[config.mk]
export PLATFORM = sky130hd
export DESIGN_NAME = matrix_scan_controller
export DESIGN_NICKNAME = d
export VERILOG_FILES = /design/src/rtl/matrix_ctrl_pkg.sv /design/src/rtl/scan_hold_timer.sv /design/src/rtl/matrix_scan_controller.sv
export SDC_FILE = /design/constraint.sdc
export NUM_CORES = 1
export LEC_CHECK = 0
export ABC_CLOCK_PERIOD_IN_PS = 3000
export CAP_MARGIN = 20
export CORE_MARGIN = 2
export CORE_UTILIZATION = 56
export CTS_BUF_LIST = sky130_fd_sc_hd__clkbuf_4
export CTS_CLUSTER_SIZE = 10
export DETAILED_ROUTE_END_ITERATION = 6
export DONT_BUFFER_PORTS = 1
export PLACE_DENSITY = 0.71
export RECOVER_POWER = 100
export SETUP_SLACK_MARGIN = 0.05
export SYNTH_ARGS = -nofsm -noshare
export SYNTH_HDL_FRONTEND = slang
export SYNTH_SLANG_ARGS = --single-unit
[constraint.sdc]
create_clock -name clk -period 3 [get_ports clk]
set_input_delay 0.9 -clock clk [delete_from_list [all_inputs] [get_ports clk]]
set_output_delay 0.9 -clock clk [all_outputs]
set_load 0.02 [all_outputs]
[src/rtl/matrix_ctrl_pkg.sv]
// Shared types and width helpers for the LED matrix scan sequencer.
// Holds the scan state encoding and the command classification.
package matrix_ctrl_pkg;

  typedef enum logic [2:0] {
    S_IDLE      = 3'd0,
    S_FETCH     = 3'd1,
    S_CMD       = 3'd2,
    S_WAIT_BUSY = 3'd3,
    S_WAIT_DONE = 3'd4,
    S_HOLD      = 3'd5,
    S_FRAME_END = 3'd6
  } state_t;

  typedef enum logic [1:0] {
    CMD_FIRST = 2'd0,
    CMD_NEXT  = 2'd1,
    CMD_DATA  = 2'd2
  } cmd_kind_t;

  // Counter/address width that never collapses to zero bits for a count of 1.
  function automatic int min1_clog2(input int n);
    return (n <= 32'sd1) ? 32'sd1 : $clog2(n);
  endfunction

  function automatic cmd_kind_t cmd_kind(input logic first_col, input logic first_word);
    cmd_kind_t kind;
    if (!first_word) begin
      kind = CMD_DATA;
    end else if (first_col) begin
      kind = CMD_FIRST;
    end else begin
      kind = CMD_NEXT;
    end
    return kind;
  endfunction

endpackage

[src/rtl/scan_hold_timer.sv]
// Loadable down-counter timing how long a column stays lit.
// done is registered and is high whenever the count is zero.
module scan_hold_timer
  import matrix_ctrl_pkg::*;
#(
  parameter int HOLD_W = 16
) (
  input  logic              clk,
  input  logic              rst,
  input  logic              load,
  input  logic [HOLD_W-1:0] load_value,
  input  logic              count_en,
  output logic              done
);

  localparam logic [HOLD_W-1:0] CNT_ZERO = {HOLD_W{1'b0}};
  localparam logic [HOLD_W-1:0] CNT_ONE  = HOLD_W'(1'b1);

  logic [HOLD_W-1:0] cnt_r;
  logic [HOLD_W-1:0] cnt_s;
  logic              done_r;

  // Next count: load wins, otherwise count down to zero and stop.
  always_comb begin
    cnt_s = cnt_r;
    if (load) begin
      cnt_s = load_value;
    end else if (count_en && (cnt_r != CNT_ZERO)) begin
      cnt_s = cnt_r - CNT_ONE;
    end else begin
      cnt_s = cnt_r;
    end
  end

  // Count and zero flag registers.
  always_ff @(posedge clk or posedge rst) begin
    if (rst) begin
      cnt_r  <= CNT_ZERO;
      done_r <= 1'b1;
    end else begin
      cnt_r  <= cnt_s;
      done_r <= (cnt_s == CNT_ZERO);
    end
  end

  assign done = done_r;

endmodule

[src/rtl/matrix_scan_controller.sv]
// Frame sequencer for output_module: fetches each SPI word from the frame
// buffer, issues the matching column/data command and holds each column lit.
module matrix_scan_controller
  import matrix_ctrl_pkg::*;
#(
  parameter int COLUMNS          = 16,
  parameter int WORDS_PER_COLUMN = 4,
  parameter int HOLD_W           = 16,
  parameter int ADDR_W           = min1_clog2(COLUMNS * WORDS_PER_COLUMN)
) (
  input  logic              clk,
  input  logic              rst,
  input  logic              enable,
  input  logic              frame_valid,
  input  logic [HOLD_W-1:0] cfg_hold,
  input  logic              cfg_extra_bit,
  output logic              rd_en,
  output logic [ADDR_W-1:0] rd_addr,
  output logic              start_first_column,
  output logic              start_next_column,
  output logic              next_data,
  output logic              extra_bit,
  input  logic              tx_finish,
  output logic              busy,
  output logic              frame_done
);

  localparam int COL_W  = min1_clog2(COLUMNS);
  localparam int WORD_W = min1_clog2(WORDS_PER_COLUMN);

  localparam logic [COL_W-1:0]  COL_LAST  = COL_W'(COLUMNS - 32'sd1);
  localparam logic [COL_W-1:0]  COL_ZERO  = {COL_W{1'b0}};
  localparam logic [COL_W-1:0]  COL_ONE   = COL_W'(1'b1);
  localparam logic [WORD_W-1:0] WORD_LAST = WORD_W'(WORDS_PER_COLUMN - 32'sd1);
  localparam logic [WORD_W-1:0] WORD_ZERO = {WORD_W{1'b0}};
  localparam logic [WORD_W-1:0] WORD_ONE  = WORD_W'(1'b1);
  localparam logic [ADDR_W-1:0] ADDR_ZERO = {ADDR_W{1'b0}};
  localparam logic [ADDR_W-1:0] ADDR_ONE  = ADDR_W'(1'b1);

  state_t            state_r, state_s;
  logic [COL_W-1:0]  col_r, col_s;
  logic [WORD_W-1:0] word_r, word_s;
  logic [ADDR_W-1:0] addr_r, addr_s;
  logic [HOLD_W-1:0] hold_cfg_r, hold_cfg_s;
  logic              extra_r, extra_s;
  logic              busy_r, busy_s;
  logic              rd_en_r, rd_en_s;
  logic              first_r, first_s;
  logic              next_col_r, next_col_s;
  logic              data_r, data_s;
  logic              done_r, done_s;
  logic              load_s;
  logic              hold_done_s;
  cmd_kind_t         kind_s;

  scan_hold_timer #(
    .HOLD_W(HOLD_W)
  ) u_hold_timer (
    .clk       (clk),
    .rst       (rst),
    .load      (load_s),
    .load_value(hold_cfg_r),
    .count_en  (state_r == S_HOLD),
    .done      (hold_done_s)
  );

  // Scan sequencing; every output is computed one cycle ahead and registered.
  always_comb begin
    state_s    = state_r;
    col_s      = col_r;
    word_s     = word_r;
    addr_s     = addr_r;
    hold_cfg_s = hold_cfg_r;
    extra_s    = extra_r;
    busy_s     = busy_r;
    rd_en_s    = 1'b0;
    first_s    = 1'b0;
    next_col_s = 1'b0;
    data_s     = 1'b0;
    done_s     = 1'b0;
    load_s     = 1'b0;
    kind_s     = cmd_kind(col_r == COL_ZERO, word_r == WORD_ZERO);
    case (state_r)
      S_IDLE: begin
        if (enable && frame_valid && tx_finish) begin
          state_s    = S_FETCH;
          col_s      = COL_ZERO;
          word_s     = WORD_ZERO;
          addr_s     = ADDR_ZERO;
          hold_cfg_s = cfg_hold;
          extra_s    = cfg_extra_bit;
          busy_s     = 1'b1;
          rd_en_s    = 1'b1;
        end else begin
          state_s = S_IDLE;
        end
      end
      S_FETCH: begin
        state_s = S_CMD;
        case (kind_s)
          CMD_FIRST: first_s    = 1'b1;
          CMD_NEXT:  next_col_s = 1'b1;
          CMD_DATA:  data_s     = 1'b1;
          default:   data_s     = 1'b0;
        endcase
      end
      S_CMD: begin
        state_s = S_WAIT_BUSY;
      end
      S_WAIT_BUSY: begin
        if (!tx_finish) begin
          state_s = S_WAIT_DONE;
        end else begin
          state_s = S_WAIT_BUSY;
        end
      end
      S_WAIT_DONE: begin
        if (tx_finish) begin
          if (word_r != WORD_LAST) begin
            word_s  = word_r + WORD_ONE;
            addr_s  = addr_r + ADDR_ONE;
            rd_en_s = 1'b1;
            state_s = S_FETCH;
          end else begin
            word_s  = WORD_ZERO;
            load_s  = 1'b1;
            state_s = S_HOLD;
          end
        end else begin
          state_s = S_WAIT_DONE;
        end
      end
      S_HOLD: begin
        if (hold_done_s) begin
          if (col_r != COL_LAST) begin
            col_s   = col_r + COL_ONE;
            addr_s  = addr_r + ADDR_ONE;
            rd_en_s = 1'b1;
            state_s = S_FETCH;
          end else begin
            done_s  = 1'b1;
            busy_s  = 1'b0;
            state_s = S_FRAME_END;
          end
        end else begin
          state_s = S_HOLD;
        end
      end
      S_FRAME_END: begin
        state_s = S_IDLE;
      end
      default: begin
        state_s = S_IDLE;
        busy_s  = 1'b0;
      end
    endcase
  end

  // State, counters and output registers.
  always_ff @(posedge clk or posedge rst) begin
    if (rst) begin
      state_r    <= S_IDLE;
      col_r      <= COL_ZERO;
      word_r     <= WORD_ZERO;
      addr_r     <= ADDR_ZERO;
      hold_cfg_r <= {HOLD_W{1'b0}};
      extra_r    <= 1'b0;
      busy_r     <= 1'b0;
      rd_en_r    <= 1'b0;
      first_r    <= 1'b0;
      next_col_r <= 1'b0;
      data_r     <= 1'b0;
      done_r     <= 1'b0;
    end else begin
      state_r    <= state_s;
      col_r      <= col_s;
      word_r     <= word_s;
      addr_r     <= addr_s;
      hold_cfg_r <= hold_cfg_s;
      extra_r    <= extra_s;
      busy_r     <= busy_s;
      rd_en_r    <= rd_en_s;
      first_r    <= first_s;
      next_col_r <= next_col_s;
      data_r     <= data_s;
      done_r     <= done_s;
    end
  end

  assign rd_en              = rd_en_r;
  assign rd_addr            = addr_r;
  assign start_first_column = first_r;
  assign start_next_column  = next_col_r;
  assign next_data          = data_r;
  assign extra_bit          = extra_r;
  assign busy               = busy_r;
  assign frame_done         = done_r;

endmodule

# After elaboration in Yosys (flattened, before gate mapping)
# Index checks and enable logic that the tools add are counted.
[totals]
regBits = 55
in_bits = 22
out_inout_bits = 13
elab_cells = 100
[classes]
addsub = 4
n_eq_ne = 16
n_mux = 47
bitwise_logic = 1
reduce_logical = 18
[ops]
columns = ["cell", "n"]
rows = [
  ["16-bit 2-to-1 mux", 2],
  ["6-bit 2-to-1 mux", 5],
  ["1-bit 2-to-1 mux", 22],
  ["3-bit one-hot mux with 6 select lines", 1],
  ["6-bit one-hot mux with 3 select lines", 1],
  ["16-bit logical NOT", 1],
  ["16-bit nonzero test", 1],
  ["16-bit by 1-bit subtractor with 16-bit output, second input constant", 1],
  ["3-bit 2-to-1 mux", 5],
  ["2-bit inequality test, second input constant", 7],
  ["4-bit 2-to-1 mux", 3],
  ["3-bit equality test, second input constant", 3],
  ["2-bit 2-to-1 mux", 4],
  ["4-bit one-hot mux with 2 select lines", 1],
  ["4-bit AND reduction", 2],
  ["6-bit by 1-bit adder with 6-bit output, second input constant", 1],
  ["3-bit by 2-bit equality test with 1-bit output, second input constant", 2],
  ["1-bit one-hot mux with 3 select lines", 2],
  ["6-bit AND reduction", 1],
  ["5-bit OR reduction", 1],
  ["4-bit by 1-bit adder with 4-bit output, second input constant", 1],
  ["2-bit logical NOT", 2],
  ["4-bit logical NOT", 1],
  ["4-bit inequality test, second input constant", 1],
  ["12 further kinds", 15],
]

# Longest topological paths before layout
# Gate-level depths: netlist of run 1.
[depth]
ltp_word = 6
mapped_depth = 10
ltp_nobuf = 9

# By module
# From an unflattened synthesis of run 1, not the netlist that was laid out.
[hier_totals]
cells_unflattened = 287
area_unflattened_um2 = 2909.0
[modules_own_cells]
columns = ["module", "instances", "cells_each", "area_each_um2", "seq_area_each_um2"]
rows = [
  ["matrix_scan_controller", 1, 155, 1786.7, 950.9],
  ["scan_hold_timer", 1, 132, 1122.3, 426.7],
]

# Least setup slack after synthesis of run 1
# Ideal clock, no wire load.
[synth_path]
path_type = "input -> register"
startpoint = "input port tx_finish"
endpoint = "register hold_cfg_r[2]"
setup_ns = 0.125
t_arrival_ns = 2.502
required_time_ns = 2.875
setup_slack_ns = 0.373
stages = 9
path_buffers = 2
path_cell_list = "and2b_1 nand3_1 nor2_1 a31oi_1 or3_1 buf_2 nor2_4 buf_4 mux2_2"
[synth_via]
elab_chain_len = 2
[synth_rtl]
columns = ["item", "line_no", "rtl"]
rows = [
  ["start, declared", "matrix_scan_controller.sv:23", "input logic tx_finish,"],
  ["1-bit logical AND", "matrix_scan_controller.sv:85", "if (enable && frame_valid && tx_finish) begin"],
  ["2-bit AND reduction (no source line)", "n/a", ""],
  ["end signal, assigned", "matrix_scan_controller.sv:166", "hold_cfg_r <= {HOLD_W{1'b0}};"],
  ["end signal, assigned", "matrix_scan_controller.sv:179", "hold_cfg_r <= hold_cfg_s;"],
  ["end, declared", "matrix_scan_controller.sv:44", "logic [HOLD_W-1:0] hold_cfg_r, hold_cfg_s;"],
]
# Every way passes these cells.
# A chain may end at the register's enable or synchronous reset.

# Final worst setup path of run 1
[layout_path]
startpoint = "register state_r[2]"
endpoint = "register u_hold_timer.done_r, in the netlist u_hold_timer.done"
[layout_via]
elab_chain_len = 5
word_cells_on_any_way = 7
classes_between = "2 x eq/ne; 3 x mux; 2 x reduce/logical"
[layout_rtl]
columns = ["item", "line_no", "rtl"]
rows = [
  ["start, declared", "matrix_scan_controller.sv:40", "state_t state_r, state_s;"],
  ["start signal, assigned", "matrix_scan_controller.sv:175", "state_r <= state_s;"],
  ["3-bit equality test", "matrix_scan_controller.sv:63", ".count_en (state_r == S_HOLD),"],
  ["1-bit logical AND", "scan_hold_timer.sv:28", "end else if (count_en && (cnt_r != CNT_ZERO)) begin"],
  ["16-bit 2-to-1 mux", "scan_hold_timer.sv:28", ""],
  ["16-bit 2-to-1 mux (*)", "scan_hold_timer.sv:26", "if (load) begin"],
  ["net u_hold_timer.cnt_s[3]", "scan_hold_timer.sv:20", "logic [HOLD_W-1:0] cnt_s;"],
  ["16-bit logical NOT (*)", "scan_hold_timer.sv:42", "done_r <= (cnt_s == CNT_ZERO);"],
  ["end signal, assigned", "scan_hold_timer.sv:42", ""],
  ["end, declared", "scan_hold_timer.sv:21", "logic done_r;"],
]
# The timed path passes the listed nets; every way through them passes the cells marked *.

==> out/metrics.csv, run 1 <==
stage,metric,value,unit
floorplan,die height,74.7,microns
floorplan,boundary pin count,35,
routing,WL/cell,14.4,microns
global_routing,GRT overflow,0,
sta,unrepaired setup endpoints after global routing,no,
global_routing,Total GRT Usage,20.7,%
power,PwrDens,732,nW/um^2
final_layout,Area Growth Syn to Fin,3.89,%
final_layout,ANT cells,0,
global_routing,vias in the first global route,1887,
place,placed cell area,2900,sq um
place,Buffers on Ports,0,
sta,hold slack,0.376,ns
clock_network,CTS Sinks,55,
final_layout,nets,309,
power,sw frac,36.5,%
power,P_leak,0.00115,uW
floorplan,area of the die,5580,sq um
routing,drt pass-1 iters,4,
clock_network,# H-tree levels,2,
yosys,Post-synth EDFFs,0,
yosys,register area share after synthesis,49.2,%
power,Seq pwr share,58.6,%
setup_path,CP Class,flop to flop,
sta,Fmax,379,MHz
yosys,Yosys Warn Count,0,
power,combinational share of power,26.6,%
setup_path,sequence of cells on the critical path,nor2b_1 > nand3_1 > nand2_1 > a21oi_1 > a211o_1 > nor4_1 > and4_1,
power,part of the power in the clock network,14.8,%
setup_path,Worst Path Arrival,2.97,ns
setup_path,worst-path maximum fanout,18,
worst_hold_path,worst min-delay path class,input port to asynchronous set/reset pin,
clock_network,hold_buf cts,0,
power,Net Sw Power,778,uW
setup_path,slowest library cell on the worst path,dfrtp_1,
outcome,outcome,completed,
clock_network,Setup Buffers After CTS,0,
clock_network,CTS tree,done,
yosys,post-synth top area cell,dfrtp_1,
clock_network,Num CTS Buffers,5,
floorplan,Die Wd,74.7,microns
yosys,commonest register cell after synthesis,dfrtp_1,
routing,DRC Markers,0,
setup_path,"Req. time, crit path",3.33,ns
power,internal power,1350,uW
final_layout,design area,2910,sq um
routing,vias per cell,5.68,
power,Peak VDD IR,344,uV
setup_path,startpoint type of the worst setup path,flop,
yosys,cell area after synthesis,2800,sq um
floorplan,Initial Util,58.5,%
global_routing,first-pass GRT wire length,8.69,mm
sta,Post-Route Skew,0.0212,ns
sta,final hold violations,0,
global_routing,largest net degree at the start of global routing,26,
yosys,Mapped Nets,306,
yosys,top cell type's share of synthesized area,48.3,%
clock_network,Root Buffer,clkbuf_4,
clock_network,CTS resizes,0,
place,routability congestion estimate,0.848,
sta,Fin Setup TNS,0,ns
yosys,Synth area leaders,"dfrtp_1 (48%), mux2_2 (3.6%), xnor2_1 (3.4%)",
floorplan,std cell rows,25,
sta,relative slew slack,13.5,%
place,Detailed Place HPWL,3.72,mm
sta,Final min period,2.64,ns
routing,final WL,5.01,mm
routing,DRT antenna net count,0,
yosys,fraction of registers with async set/reset,100,%
routing,1st-iter DRT viols,65,
clock_network,clk buf depth,2,
setup_path,Crit. End Element,flop,
routing,via count,1977,
yosys,Synth cell types,52,
setup_path,CP peak stage delay,0.59,ns
sta,final worst path period share,88.0,%
final_layout,"Core Util, Final",60.7,%
sta,Slew Limit Fails,0,
run,Max Cap Violations,0,
clock_network,Clock Pin Slew Worst Setup and Hold Paths,0.15,ns
final_layout,layout cells sized above 1,9.96,%
sta,# setup viols final,0,
yosys,Syn Inst Count,277,
yosys,Synth Register Bits,55,
global_routing,initial antenna violation count,0,
floorplan,core footprint,4790,sq um
clock_network,clock insertion delay at the later pin of the skew report,0.39,ns
yosys,"Avg Cell Area, Syn",10.1,sq um
sta,actual slew at the worst max-slew pin,1.30,ns
[power by group through the flow]
| stage | sequential [uW] | clock (uW) | combinational (uW) |
|---|---|---|---|
| after detailed placement | 1270 | 0 | 594 |
| after floorplan | 1190 | 0 | 513 |
| after CTS | 1250 | 332 | 596 |
| final | 1250 | 314 | 566 |
| after global routing | 1300 | 356 | 643 |
| after global placement | 1270 | 0 | 576 |
[worst max-delay path, delay by kind of cell (launching register included)]
family / cells / cell delay, ns
AO/OA/AOI/OAI: 2 / 0.33
flip-flops: 1 / 0.59
AND/OR/NAND/NOR: 5 / 1.67
[area by class of cell]
| cell class | count | area [sq um] |
|---|---|---|
| clock buffer | 6 | 45.0 |
| multi-input combinational | 199 | 1310 |
| inverter | 11 | 41.3 |
| tap | 67 | 83.8 |
| clock inverter | 2 | 8.76 |
| timing repair buffer | 8 | 38.8 |
| sequential | 55 | 1380 |
| fill | 427 | 1880 |
[metal layers]
layer	vias to the layer above	track usage [%]	share of wire (%)
li1	992	-	-
met1	952	27.1	45
met2	28	34.6	50
met3	5	4.42	3.7
met4	0	6.55	1.4
met5	-	0	0
[state kept, by name (all words and copies together), names as in the netlist]
signal	count
frame_done	1
start_next_column	1
hold_cfg_r	16
start_first_column	1
u_hold_timer.done	1
extra_bit	1
col_r	4
busy	1
word_r	2
rd_en	1
next_data	1
state_r	3
rd_addr	6
u_hold_timer.cnt_r	16
[per-stage QoR]
stage | total power, uW | setup WS (ns) | cells
2_1_floorplan | 1700 | 0.373 | 277
3_3_place_gp | 1840 | 0.317 | 340
3_5_place_dp | 1860 | 0.320 | 340
4_1_cts | 2180 | 0.385 | 348
5_1_grt | 2300 | 0.0608 | 348
6_report | 2130 | 0.361 | 348
[final timing paths]
| check | slack (ns) | to | startpoint | depth (start not counted) |
|---|---|---|---|---|
| setup / recovery | 0.36 | u_hold_timer.done | state_r[2] | 7 |
| hold / removal | 0.38 | hold_cfg_r[12] | rst | 1 |
| setup reg to reg | 0.36 | u_hold_timer.done | state_r[2] | 7 |
| hold reg to reg | 0.50 | hold_cfg_r[6] | hold_cfg_r[6] | 1 |
| max in group asynchronous | 1.06 | u_hold_timer.cnt_r[1] | rst | 2 |
| min in group clk | 0.50 | hold_cfg_r[6] | hold_cfg_r[6] | 1 |
[logic make-up (layout without fill, tap and decap cells)]
family / after synthesis / count (layout) / synth area share [%]
mux: 20 / 20 / 7.92
buf+inv: 23 / 27 / 3.53
simple gates: 109 / 109 / 21.2
fa+ha+maj: 7 / 7 / 3.13
flops: 55 / 55 / 49.2
compound gates: 52 / 52 / 11.5
xor+xnor: 11 / 11 / 3.44
[placed cells by master (no fill, tap or decap), types with 3 or more instances in the layout]
cell	synthesis	routed
dfrtp_1	54	54
nor2_1	25	25
nand2_1	24	24
o21ai_0	16	18
a21oi_1	13	13
nand3_1	11	12
inv_1	11	11
nor3_1	10	11
xnor2_1	11	11
nor4_1	9	9
mux2_2	9	9
mux2_1	8	8
ha_1	7	7
clkbuf_4	0	6
nand2b_1	5	5
clkbuf_1	4	5
a31oi_1	4	4
or3_1	4	4
mux2i_1	3	3
[synth_stat cells, types with 2 or more instances]
cell	count
a211o_1	2
a21oi_1	13
a31oi_1	4
and2_1	2
and3_1	2
and4_1	2
buf_2	7
clkbuf_1	4
dfrtp_1	54
ha_1	7
inv_1	11
mux2_1	8
mux2_2	9
mux2i_1	3
nand2_1	24
nand2b_1	5
nand3_1	11
nand3_2	2
nor2_1	25
nor3_1	10
nor4_1	9
o21ai_0	16
o21ai_1	2
o22ai_1	2
o2bb2ai_1	2
o31ai_1	2
or3_1	4
xnor2_1	11
Power figures use the tool's default switching activity.
==> run 2, diff against run 1 <==
--- a/config.mk
+++ b/config.mk
@@ -8,12 +8,11 @@
 export ABC_CLOCK_PERIOD_IN_PS = 3000
 export CAP_MARGIN = 20
 export CORE_MARGIN = 2
-export CORE_UTILIZATION = 56
+export CORE_UTILIZATION = 45
 export CTS_BUF_LIST = sky130_fd_sc_hd__clkbuf_4
 export CTS_CLUSTER_SIZE = 10
 export DETAILED_ROUTE_END_ITERATION = 6
 export DONT_BUFFER_PORTS = 1
-export PLACE_DENSITY = 0.71
 export RECOVER_POWER = 100
 export SETUP_SLACK_MARGIN = 0.05
 export SYNTH_ARGS = -nofsm -noshare
==> constraint.sdc (replaced) <==
create_clock -name clk -period 3 [get_ports clk]
set_input_delay 0.15 -clock clk [delete_from_list [all_inputs] [get_ports clk]]
set_output_delay 0.15 -clock clk [all_outputs]
set_load 0.02 [all_outputs]
==> out/metrics.csv, run 2 (synthesis results as in run 1) <==
stage,metric,value,unit,change
outcome,outcome,completed,,
floorplan,Initial Util,47.0,%,-11 points
floorplan,die height,82.9,microns,+11%
floorplan,area of the die,6860,sq um,+23%
routing,final WL,5.64,mm,+13%
setup_path,CP Class,flop to flop,,
clock_network,CTS resizes,0,,unchanged
place,Detailed Place HPWL,4.02,mm,+8.0%
sta,Final min period,2.64,ns,-0.000355 ns
place,routability congestion estimate,0.776,,-8.5%
sta,Post-Route Skew,0.0150,ns,-0.00627 ns
setup_path,Crit. End Element,flop,,
final_layout,layout cells sized above 1,10.6,%,+0.67 points
global_routing,GRT overflow,0,,unchanged
place,"worst slack, placed",0.402,ns,+0.0819 ns
routing,DRC Markers,0,,unchanged
final_layout,"commonest cells after routing, fill and taps aside","dfrtp_1 (54), nor2_1 (25), nand2_1 (24), o21ai_0 (18), dlygate4sd3_1 (18)",,
clock_network,Num CTS Buffers,5,,unchanged
place,placed cell area,2910,sq um,+0.17%
routing,WL/cell,15.0,microns,+4.2%
final_layout,nets,329,,+6.5%
power,PwrDens,718,nW/um^2,-1.9%
place,Buffers on Ports,0,,unchanged
place,Placed Cells,349,,+2.6%
clock_network,# H-tree levels,2,,unchanged
sta,final worst path period share,88.0,%,about the same
worst_hold_path,worst min-delay path class,input port to flop,,
setup_path,Worst Path Arrival,2.90,ns,-0.07 ns
final_layout,"most common cell after layout, fill and taps aside",dfrtp_1,,
final_layout,design area,3140,sq um,+8.0%
sta,Fin Setup TNS,0,ns,unchanged
clock_network,clock insertion delay at the later pin of the skew report,0.37,ns,-0.02 ns
floorplan,boundary pin count,35,,unchanged
final_layout,ANT cells,0,,unchanged
power,Peak VDD IR,330,uV,-4.0%
routing,via count,2080,,+5.2%
global_routing,initial antenna violation count,0,,unchanged
final_layout,Area Growth Syn to Fin,12.2,%,
sta,Slew Limit Fails,0,,unchanged
floorplan,Die Wd,82.9,microns,+11%
final_layout,Final Non-Filler Cells,376,,+8.0%
routing,vias per cell,5.53,,-2.6%
sta,final hold violations,0,,unchanged
sta,setup ws final,0.361,ns,+0.000355 ns
run,Max Cap Violations,0,,unchanged
global_routing,vias in the first global route,2061,,+9.2%
global_routing,largest net degree at the start of global routing,37,,+42%
routing,1st-iter DRT viols,51,,-22%
power,P_leak,0.00125,uW,+8.1%
final_layout,fill cell count,571,,+34%
global_routing,first-pass GRT wire length,9.98,mm,+15%
floorplan,core footprint,5960,sq um,+24%
clock_network,Clock Pin Slew Worst Setup and Hold Paths,0.14,ns,about the same
clock_network,CTS Sinks,55,,unchanged
floorplan,std cell rows,28,,+12%
final_layout,"Core Util, Final",52.7,%,-8.0 points
sta,# setup viols final,0,,unchanged
clock_network,CTS tree,done,,
setup_path,worst-path maximum fanout,17,,-1
sta,relative slew slack,6.92,%,-6.6 points
sta,actual slew at the worst max-slew pin,1.39,ns,+0.0972 ns
global_routing,Total GRT Usage,17.6,%,-3.1 points
setup_path,"Req. time, crit path",3.26,ns,-0.07 ns
sta,unrepaired setup endpoints after global routing,no,,
routing,drt pass-1 iters,4,,unchanged
setup_path,startpoint type of the worst setup path,flop,,
clock_network,clk buf depth,2,,unchanged
clock_network,Root Buffer,clkbuf_4,,
routing,DRT antenna net count,0,,unchanged
sta,Fmax,379,MHz,about the same
run 2: path summary, 6_finish.rpt:
kind	from	endpoint	slack [ns]	cells past startpoint
hold reg to reg	hold_cfg_r[4]	hold_cfg_r[4]	0.50	1
setup reg to reg	state_r[0]	hold_cfg_r[10]	0.36	8
max in group asynchronous	rst	word_r[1]	0.76	3
setup / recovery	state_r[0]	hold_cfg_r[10]	0.36	8
hold / removal	tx_finish	word_r[0]	0.04	2
min in group asynchronous	rst	hold_cfg_r[9]	0.61	2
run 2: per-stage QoR:
step                      hold slack (ns)  total power, uW
final                              0.0351             2250
after global routing               0.0277             2440
after CTS                          0.0185             2300
after detailed placement            0.217             1860
after global placement              0.225             1840
after floorplan                     0.285             1700
run 2: cell type report:
cell class                      instances  area (sq um)  area share (%)
Timing Repair Buffer                   28           236            7.54
Clock inverter                          1          30.0           0.957
Multi-Input combinational cell        199          1310            41.6
Inverter                               11          41.3            1.32
Tap cell                               75          93.8            2.99
Sequential cell                        55          1380            43.9
Clock buffer                            7          52.6            1.67
run 2: what timing repair did:
item	in CTS	in global routing
hold buffers	18	0
hold endpoints to repair	51	0
buffers inserted	0	0
run 2: per-layer routing:
| layer | track usage, % | wire length, microns |
|---|---|---|
| met5 | 0 | 0 |
| met3 | 3.38 | 211 |
| met4 | 3.58 | 55 |
| met1 | 22.9 | 2550 |
| met2 | 30.7 | 2830 |
run 2: power breakdown:
part,internal [uW],total (uW),switching [uW]
Combinational,288,587,299
Sequential,979,1250,271
Clock,195,416,221
Total,1460,2250,791
run 2: critical path, stage by stage, from the launching register on:
cell and delay, ns:
dfrtp_1 0.55, and2b_1 0.41, nand3_1 0.19, nor2_1 0.13
a31oi_1 0.04, or3_1 0.47, nor2_4 0.12, buf_4 0.26
mux2_2 0.36
==> run 3, diff against run 2 <==
--- a/config.mk
+++ b/config.mk
@@ -13,6 +13,7 @@
 export CTS_CLUSTER_SIZE = 10
 export DETAILED_ROUTE_END_ITERATION = 6
 export DONT_BUFFER_PORTS = 1
+export MAX_ROUTING_LAYER = met4
 export RECOVER_POWER = 100
 export SETUP_SLACK_MARGIN = 0.05
 export SYNTH_ARGS = -nofsm -noshare
==> out/metrics.csv, run 3 (synthesis results as in run 1) <==
stage,metric,value,unit,change
outcome,outcome,completed,,
routing,WL/cell,15.0,microns,about the same
sta,relative slew slack,6.27,%,-0.66 points
floorplan,core footprint,5960,sq um,unchanged
sta,unrepaired setup endpoints after global routing,no,,
setup_path,startpoint type of the worst setup path,flop,,
setup_path,Worst Path Arrival,2.89,ns,about the same
sta,final hold violations,0,,unchanged
setup_path,CP Class,flop to flop,,
final_layout,ANT cells,0,,unchanged
worst_hold_path,worst min-delay path class,input port to flop,,
routing,drt pass-1 iters,4,,unchanged
global_routing,first-pass GRT wire length,9.97,mm,about the same
final_layout,Area Growth Syn to Fin,12.2,%,unchanged
sta,Final min period,2.62,ns,-0.0197 ns
final_layout,fill cell count,571,,unchanged
clock_network,Setup Buffers After CTS,0,,unchanged
global_routing,initial antenna violation count,0,,unchanged
final_layout,Final Non-Filler Cells,376,,unchanged
clock_network,CTS tree,done,,
final_layout,layout cells sized above 1,10.6,%,unchanged
place,routability congestion estimate,0.787,,+1.4%
clock_network,CTS Sinks,55,,unchanged
setup_path,Crit. End Element,flop,,
final_layout,design area,3140,sq um,unchanged
place,Detailed Place HPWL,4.02,mm,unchanged
routing,final WL,5.64,mm,about the same
final_layout,nets,329,,unchanged
final_layout,"most common cell after layout, fill and taps aside",dfrtp_1,,
global_routing,Total GRT Usage,18.2,%,+0.55 points
setup_path,r2r setup slk,0.38,ns,+0.02 ns
setup_path,r2r endpoint,hold_cfg_r[10],,
global_routing,vias in the first global route,2062,,+0.049%
final_layout,"commonest cells after routing, fill and taps aside","dfrtp_1 (54), nor2_1 (25), nand2_1 (24), o21ai_0 (18), dlygate4sd3_1 (18)",,
setup_path,R2R cell count,8,,unchanged
floorplan,Die Wd,82.9,microns,unchanged
setup_path,Crit. Startpoint,state_r[0],,
setup_path,worst-path maximum fanout,17,,unchanged
global_routing,GRT overflow,0,,unchanged
clock_network,# H-tree levels,2,,unchanged
floorplan,std cell rows,28,,unchanged
setup_path,CP endpoint,hold_cfg_r[10],,
sta,# setup viols final,0,,unchanged
floorplan,Initial Util,47.0,%,unchanged
place,placed cell area,2910,sq um,unchanged
clock_network,CTS resizes,0,,unchanged
clock_network,hold_buf cts,18,,unchanged
floorplan,boundary pin count,35,,unchanged
run,Max Cap Violations,0,,unchanged
sta,Post-Route Skew,0.0165,ns,+0.00149 ns
power,PwrDens,718,nW/um^2,about the same
clock_network,clk buf depth,2,,unchanged
setup_path,"Req. time, crit path",3.27,ns,about the same
sta,Fmax,382,MHz,+0.75%
floorplan,die height,82.9,microns,unchanged
routing,via count,2071,,-0.43%
place,Buffers on Ports,0,,unchanged
final_layout,"Core Util, Final",52.7,%,unchanged
clock_network,Root Buffer,clkbuf_4,,
sta,Fin Setup TNS,0,ns,unchanged
global_routing,largest net degree at the start of global routing,37,,unchanged
sta,Slew Limit Fails,0,,unchanged
sta,actual slew at the worst max-slew pin,1.40,ns,+0.00982 ns
setup_path,worst r2r src,state_r[0],,
sta,final worst path period share,87.3,%,-0.66 points
routing,vias per cell,5.51,,-0.43%
place,Placed Cells,349,,unchanged
clock_network,clock insertion delay at the later pin of the skew report,0.38,ns,about the same
power,Peak VDD IR,330,uV,about the same
clock_network,Num CTS Buffers,5,,unchanged
power,P_leak,0.00125,uW,unchanged
routing,DRT antenna net count,0,,unchanged
routing,1st-iter DRT viols,59,,+16%
routing,DRC Markers,0,,unchanged
clock_network,Clock Pin Slew Worst Setup and Hold Paths,0.14,ns,about the same
floorplan,area of the die,6860,sq um,unchanged
[run 3: cell counts in the layout (fill, tap and decap cells not counted)]
No cell type changed its count.
[run 3: cell type report]
cell class / count / area (sq um) / share of cell area [%]
clock buffers: 7 / 52.6 / 1.67
clock inverters: 1 / 30.0 / 0.957
inverters: 11 / 41.3 / 1.32
multi-input cells: 199 / 1310 / 41.6
flip-flops and latches: 55 / 1380 / 43.9
well taps: 75 / 93.8 / 2.99
repair buffers: 28 / 236 / 7.54
[run 3: critical path, stage by stage (launching register included)]
cell and delay (ns):
dfrtp_1 0.56, and2b_1 0.39, nand3_1 0.18, nor2_1 0.13, a31oi_1 0.04, or3_1 0.47
nor2_4 0.12, buf_4 0.26, mux2_2 0.36
[run 3: worst min-delay path by stage]
stage	startpoint	endpoint	slack [ns]	cells after the start
6_report	tx_finish	word_r[0]	0.04	2
5_1_grt	tx_finish	word_r[0]	0.02	2
4_1_cts	tx_finish	word_r[0]	0.02	2
3_5_place_dp	rst	hold_cfg_r[9]	0.22	1
3_3_place_gp	rst	hold_cfg_r[9]	0.23	1
2_1_floorplan	cfg_hold[0]	hold_cfg_r[0]	0.28	1
[run 3: metal layers]
metal  part of all wire [%]  track usage [%]
met5                      0                -
met3                    3.7             3.68
met1                     45             22.9
met2                     50             30.7
met4                    1.0             3.58
[run 3: metrics by stage]
| stage | power (uW) | hold slack, ns | worst slack, ns |
|---|---|---|---|
| 2_1_floorplan | 1700 | 0.285 | 0.807 |
| 3_3_place_gp | 1840 | 0.225 | 0.419 |
| 3_5_place_dp | 1860 | 0.217 | 0.402 |
| 4_1_cts | 2300 | 0.0185 | 0.386 |
| 5_1_grt | 2440 | 0.0222 | 0.142 |
| 6_report | 2250 | 0.0374 | 0.381 |
[run 3: where the power goes]
| part | leakage [uW] | switching, uW | internal, uW |
|---|---|---|---|
| clock network | 0.0000463 | 221 | 195 |
| logic | 0.000550 | 298 | 288 |
| registers | 0.000649 | 270 | 979 |
| total | 0.00125 | 790 | 1460 |
